File: src/rtl/icache_fetch_pkg.sv
// Shared constants, state encoding and address-split helpers for the instruction cache.
package icache_fetch_pkg;

    localparam int INST_WIDTH = 32;
    localparam int ADDR_WIDTH = 32;

    typedef enum logic {
        IDLE   = 1'b0,
        REFILL = 1'b1
    } state_t;

    // Byte offset of the line index: two byte-select bits plus the word-select bits.
    function automatic int off_bits(input int word_bits);
        return 2 + word_bits;
    endfunction

    function automatic int tag_bits(input int index_bits, input int word_bits);
        return ADDR_WIDTH - off_bits(word_bits) - index_bits;
    endfunction

endpackage

File: src/rtl/icache_array.sv
// Valid/tag/data storage for the direct-mapped instruction cache.
// Valid bits reset asynchronously; tags and data are never cleared.
module icache_array
    import icache_fetch_pkg::*;
#(
    parameter int INDEX_BITS = 5,
    parameter int WORD_BITS  = 2,
    parameter int TAG_W      = tag_bits(INDEX_BITS, WORD_BITS)
) (
    input  logic                  clk_in,
    input  logic                  rst_in,
    input  logic [INDEX_BITS-1:0] rd_index,
    input  logic [WORD_BITS-1:0]  rd_word,
    output logic                  rd_valid,
    output logic [TAG_W-1:0]      rd_tag,
    output logic [INST_WIDTH-1:0] rd_data,
    input  logic                  wr_en,
    input  logic [INDEX_BITS-1:0] wr_index,
    input  logic [WORD_BITS-1:0]  wr_word,
    input  logic [INST_WIDTH-1:0] wr_data,
    input  logic                  set_en,
    input  logic [TAG_W-1:0]      set_tag,
    input  logic                  clr_en,
    input  logic [INDEX_BITS-1:0] clr_index
);

    localparam int LINES = 1 << INDEX_BITS;
    localparam int WORDS = 1 << WORD_BITS;

    logic [LINES-1:0]      valid_q;
    logic [TAG_W-1:0]      tag_q  [LINES];
    logic [INST_WIDTH-1:0] data_q [LINES][WORDS];

    // set_en validates the line currently addressed by the write port.
    always_ff @(posedge clk_in or posedge rst_in) begin
        if (rst_in) begin
            valid_q <= '0;
        end else begin
            if (clr_en) valid_q[clr_index] <= 1'b0;
            if (set_en) valid_q[wr_index]  <= 1'b1;
        end
    end

    always_ff @(posedge clk_in) begin
        if (wr_en)  data_q[wr_index][wr_word] <= wr_data;
        if (set_en) tag_q[wr_index]           <= set_tag;
    end

    assign rd_valid = valid_q[rd_index];
    assign rd_tag   = tag_q[rd_index];
    assign rd_data  = data_q[rd_index][rd_word];

endmodule

File: src/rtl/icache_fetch.sv
// Direct-mapped instruction cache: FSM, refill counter and memory handshake.
// Optional perf_hit/perf_miss counters are built when ICACHE_PERF_EN is defined.
module icache_fetch
    import icache_fetch_pkg::*;
#(
    parameter int INDEX_BITS = 5,
    parameter int WORD_BITS  = 2
) (
    input  logic                  clk_in,
    input  logic                  rst_in,
    input  logic                  rdy_in,
    input  logic                  rob_clear,
    input  logic                  fetch_valid,
    input  logic [ADDR_WIDTH-1:0] fetch_addr,
    output logic                  fetch_ready,
    output logic [INST_WIDTH-1:0] fetch_inst,
    output logic                  mem_valid,
    output logic [ADDR_WIDTH-1:0] mem_addr,
    input  logic                  mem_ready,
    input  logic [INST_WIDTH-1:0] mem_result
`ifdef ICACHE_PERF_EN
    ,
    output logic [31:0]           perf_hit,
    output logic [31:0]           perf_miss
`endif
);

    localparam int OFF    = off_bits(WORD_BITS);
    localparam int TAG_W  = tag_bits(INDEX_BITS, WORD_BITS);
    localparam int LINE_W = ADDR_WIDTH - OFF;
    localparam logic [WORD_BITS-1:0] LAST_WORD = '1;

    state_t                  state_q, state_d;
    logic [WORD_BITS-1:0]    count_q, count_d;
    logic [LINE_W-1:0]       line_q, line_d;

    logic [INDEX_BITS-1:0]   fetch_index;
    logic [WORD_BITS-1:0]    fetch_word;
    logic [TAG_W-1:0]        fetch_tag;
    logic                    arr_valid;
    logic [TAG_W-1:0]        arr_tag;
    logic [INST_WIDTH-1:0]   arr_data;
    logic                    hit;
    logic                    start_refill;
    logic                    wr_en;
    logic                    set_en;
    logic                    unused_byte_bits;

    assign fetch_index      = fetch_addr[OFF+INDEX_BITS-1:OFF];
    assign fetch_word       = fetch_addr[OFF-1:2];
    assign fetch_tag        = fetch_addr[ADDR_WIDTH-1:OFF+INDEX_BITS];
    assign unused_byte_bits = ^fetch_addr[1:0];
    assign hit              = fetch_valid && arr_valid && (arr_tag == fetch_tag);

    // The word address walks the latched line; it only moves when a word is accepted.
    assign mem_addr   = {line_q, count_q, 2'b00};
    assign fetch_inst = arr_data;

    icache_array #(
        .INDEX_BITS (INDEX_BITS),
        .WORD_BITS  (WORD_BITS),
        .TAG_W      (TAG_W)
    ) u_array (
        .clk_in     (clk_in),
        .rst_in     (rst_in),
        .rd_index   (fetch_index),
        .rd_word    (fetch_word),
        .rd_valid   (arr_valid),
        .rd_tag     (arr_tag),
        .rd_data    (arr_data),
        .wr_en      (wr_en),
        .wr_index   (line_q[INDEX_BITS-1:0]),
        .wr_word    (count_q),
        .wr_data    (mem_result),
        .set_en     (set_en),
        .set_tag    (line_q[LINE_W-1:INDEX_BITS]),
        .clr_en     (start_refill),
        .clr_index  (fetch_index)
    );

    always_ff @(posedge clk_in or posedge rst_in) begin
        if (rst_in) begin
            state_q <= IDLE;
            count_q <= '0;
            line_q  <= '0;
        end else begin
            state_q <= state_d;
            count_q <= count_d;
            line_q  <= line_d;
        end
    end

    // rob_clear masks both outputs at once and, when rdy_in allows, aborts the refill;
    // with rdy_in low every next-state term keeps its current value.
    always_comb begin
        state_d      = state_q;
        count_d      = count_q;
        line_d       = line_q;
        fetch_ready  = 1'b0;
        mem_valid    = 1'b0;
        wr_en        = 1'b0;
        set_en       = 1'b0;
        start_refill = 1'b0;
        case (state_q)
            IDLE: begin
                fetch_ready = hit && !rob_clear;
                if (fetch_valid && !hit && rdy_in && !rob_clear) begin
                    start_refill = 1'b1;
                    line_d       = fetch_addr[ADDR_WIDTH-1:OFF];
                    count_d      = '0;
                    state_d      = REFILL;
                end
            end
            REFILL: begin
                mem_valid = !rob_clear;
                if (rdy_in) begin
                    if (rob_clear) begin
                        count_d = '0;
                        state_d = IDLE;
                    end else if (mem_ready) begin
                        wr_en   = 1'b1;
                        count_d = count_q + 1'b1;
                        if (count_q == LAST_WORD) begin
                            set_en  = 1'b1;
                            state_d = IDLE;
                        end
                    end
                end
            end
            default: state_d = IDLE;
        endcase
    end

`ifdef ICACHE_PERF_EN
    always_ff @(posedge clk_in or posedge rst_in) begin
        if (rst_in) begin
            perf_hit  <= '0;
            perf_miss <= '0;
        end else begin
            if (state_q == IDLE && hit && rdy_in && !rob_clear) perf_hit <= perf_hit + 32'd1;
            if (start_refill) perf_miss <= perf_miss + 32'd1;
        end
    end
`endif

endmodule

File: config.mk
export PLATFORM = sky130hd
export DESIGN_NAME = icache_fetch
export DESIGN_NICKNAME = d
export VERILOG_FILES = /design/src/rtl/icache_fetch_pkg.sv /design/src/rtl/icache_array.sv /design/src/rtl/icache_fetch.sv
export SDC_FILE = /design/constraint.sdc
export NUM_CORES = 2
export LEC_CHECK = 0
export ABC_AREA = 0
export CORE_UTILIZATION = 38
export CTS_CLUSTER_SIZE = 28
export DETAILED_ROUTE_END_ITERATION = 8
export MAX_ROUTING_LAYER = met4
export REMOVE_ABC_BUFFERS = 1
export SLEW_MARGIN = 20
export SYNTH_ARGS = -nofsm -noshare
export SYNTH_HDL_FRONTEND = slang
export SYNTH_MEMORY_MAX_BITS = 65536
export SYNTH_SLANG_ARGS = --single-unit
File: constraint.sdc
create_clock -name clk_in -period 4.4 [get_ports clk_in]
set_input_delay 0.88 -clock clk_in [delete_from_list [all_inputs] [get_ports clk_in]]
set_output_delay 0.88 -clock clk_in [all_outputs]
set_load 0.05 [all_outputs]
==> flow_metrics.tcl <==
set metrics [dict create \
    nets 9897 \
    core-area_um2 494000 \
    rsz0062_at_grt "true" \
    io-pin-count 136 \
    fillers 40005 \
    start_util_pct 38.1 \
    p_leak_nw 73.4 \
    cp_top_family "multiplexers" \
    slew_violations 0 \
    root_buffer "clkbuf_16" \
    status "finished with violations" \
    worst_ep_arrival_time_ns 3.92 \
    synth_area_um2 188000 \
    hold_viol 0 \
    cp.required_ns 3.52 \
    die_w_um 706 \
    synth_seq_cells 4895 \
    setup_slack_ns -0.403 \
    dieArea_um2 498000 \
    ctsHtreeMaxLevel 5 \
    layout_common_cells "4832 x edfxtp_1, 1109 x mux4_2, 768 x buf_4" \
    yosysWarningCount 0 \
    place_ws_ns -1.39 \
    tritoncts "done" \
    syn_inst 8509 \
    routed_wl_mm 562 \
    via_count 98735 \
    dpl.hpwl_mm 317 \
    clkTransAtPathRegs_ns 0.06 \
    rows 258 \
    postRouteAntennaNets 0 \
    slowest_stage "mux4_2" \
    crit_buf_inv 8 \
    hold_buffers 0 \
    worst_pin_slew_ns 1.22 \
    antenna_found_initial 33 \
    dr.pass1.iters 8 \
    seq_area_frac_synth_pct 77.9 \
    skew_ns 0.0953 \
    crit_path_start_kind "primary input" \
    slowest_delay_ns 0.51 \
    clock_power_share_pct 39.9 \
    wl_per_cell_um 33.7 \
    p_sw_mw 22.3 \
    grtUsageTotal_pct 22.7 \
    crit_fanout 7 \
    final_design_area_no_fill_um2 229000 \
    max_slew_margin_pct 19.0 \
    p_per_area_nw_per_um2 434 \
    gp_congestion 0.831 \
    overflow 0 \
    drtIter0Drc 14244 \
    cts_max_path_buffers 4 \
    async_reset_ff_share_pct 1.29 \
    grt_first_pass_wirelength_mm 774 \
    cts_buffers 463 \
    p_seq_share_pct 52.4 \
    yosysUniqueCellTypes 67 \
    synth_flop_cell "edfxtp_1" \
    power.internal_mw 77.0 \
    final_common_cell "edfxtp_1" \
    seq_area_um2 147000 \
    avgSynthCellArea_um2 22.1 \
    hold_path.class "in -> reg" \
    synth_edf_count 4832 \
    path_cells "buf_16, buf_16, buf_12, buf_16, buf_12, mux4_2, mux4_2, mux2i_4, buf_6, nand2_4, o311ai_4, buf_6, o41ai_4, buf_12" \
    drcViolationCount 0 \
    switching_share_pct 22.5 \
    grt_max_degree 106 \
    routed_via_density 5.91 \
    setup-violations-final 33 \
    io_buffers 131 \
    maxCapViolations 0 \
    worstSetupPathType "in -> out" \
    fin_tns_setup_ns -8.71 \
    violations "setup timing" \
    die_h_um 706 \
    period_share_pct 109 \
    clock_latency_ns 1.03 \
    placed_area_um2 208000 \
    grt_pass1_vias 97372 \
    cp-end-kind "output port" \
    peakVddDrop_uv 354 \
    max_freq_ghz 0.208 \
    syn_to_final_growth_pct 21.7 \
    cts_sinks 4895 \
    pwr-share-comb_pct 7.7 \
    drive_gt1_share_pct 35.4 \
    layout_min_cycle_time_ns 4.80 \
    multi_input_area_um2 42700 \
]
==> power by group through the flow <==
stage | registers [mW] | clock network, mW | logic [mW]
2_1_floorplan | 53.5 | 0 | 2.12
3_3_place_gp | 53.0 | 0 | 6.68
3_5_place_dp | 53.1 | 0 | 6.83
4_1_cts | 52.1 | 40.0 | 7.35
5_1_grt | 52.1 | 41.7 | 7.92
6_report | 52.1 | 39.6 | 7.64
==> metal layers <==
layer  track usage [%]  up-vias  part of all wire, %
li1                  -    38860                    -
met1              31.5    53482                   40
met2              34.5     5475                   47
met3              3.94      918                  9.9
met4              6.79        0                  3.4
met5                 -        -                    0
==> cells in the mapped netlist, types with 12 or more instances <==
cell type / number / area, µm²
edfxtp_1: 4832 / 145000
mux4_2: 1109 / 25000
mux2i_1: 545 / 5460
buf_2: 261 / 1310
nor2_1: 242 / 908
o22ai_1: 192 / 1200
nand2_1: 169 / 634
clkbuf_1: 164 / 616
o21ai_0: 148 / 741
a21oi_1: 145 / 726
mux2_2: 70 / 788
dfrtp_1: 63 / 1580
a221oi_1: 57 / 499
nor4_1: 57 / 357
buf_1: 54 / 203
nand3_1: 47 / 235
a22oi_1: 34 / 255
a311o_1: 28 / 280
o32a_1: 26 / 260
a31oi_1: 18 / 113
and3_1: 18 / 113
buf_4: 17 / 128
a211oi_1: 14 / 105
a21o_1: 14 / 105
a221o_1: 12 / 120
==> sequential cells by signal, summed over array words and instances, names as in the netlist <==
name / cells
count_q: 2
u_array.valid_q: 32
line_q: 28
u_array.data_q: 4096
state_q: 1
u_array.tag_q: 736
==> final cells by class <==
type	instances	area share (%)
multi-input cells	3102	18.6
flip-flops and latches	4895	64.1
repair buffers	1354	7.24
diodes	11	0.0120
well taps	6500	3.55
clock buffers	554	5.25
inverters	7	0.0142
clock inverters	279	1.23
==> final timing paths <==
kind / endpoint / cells past startpoint / startpoint / slack, ns
min in group asynchronous: line_q[19] / 2 / rst_in / 0.41
hold reg to reg: u_array.valid_q[17] / 1 / u_array.valid_q[17] / 0.50
max in group asynchronous: line_q[23] / 3 / rst_in / 3.14
hold / removal: u_array.data_q[24][56] / 1 / mem_result[24] / 0.25
setup / recovery: fetch_inst[31] / 14 / fetch_addr[4] / -0.40
setup reg to reg: u_array.valid_q[3] / 11 / u_array.tag_q[11][19] / 0.90
==> per-stage QoR <==
stage          cells  util [%]  power [mW]  hold slack (ns)
2_1_floorplan   8004         -        55.6            0.470
3_3_place_gp   15658      42.2        59.7            0.480
3_5_place_dp   15658      42.2        59.9            0.486
4_1_cts        16612      46.0        99.4            0.198
5_1_grt        16699      46.4         102            0.223
6_report       16702      46.4        99.3            0.248
==> repair_timing <==
action                     CTS  global route
resized for setup          453           235
gates cloned                27             8
setup buffers              105            83
pin swaps                   59            77
setup endpoints to repair   33            33
==> cells by family after synthesis <==
kind of cell	count (synthesis)	share of synthesized area [%]
AO/OA/AOI/OAI	775	2.74
adder cells (fa/ha/maj)	4	0.0266
buffers and inverters	513	1.26
flip-flops	4895	77.9
multiplexers	1724	16.6
other	1	0.00199
AND/OR/NAND/NOR	597	1.45
(Power assumes the default switching activity.)
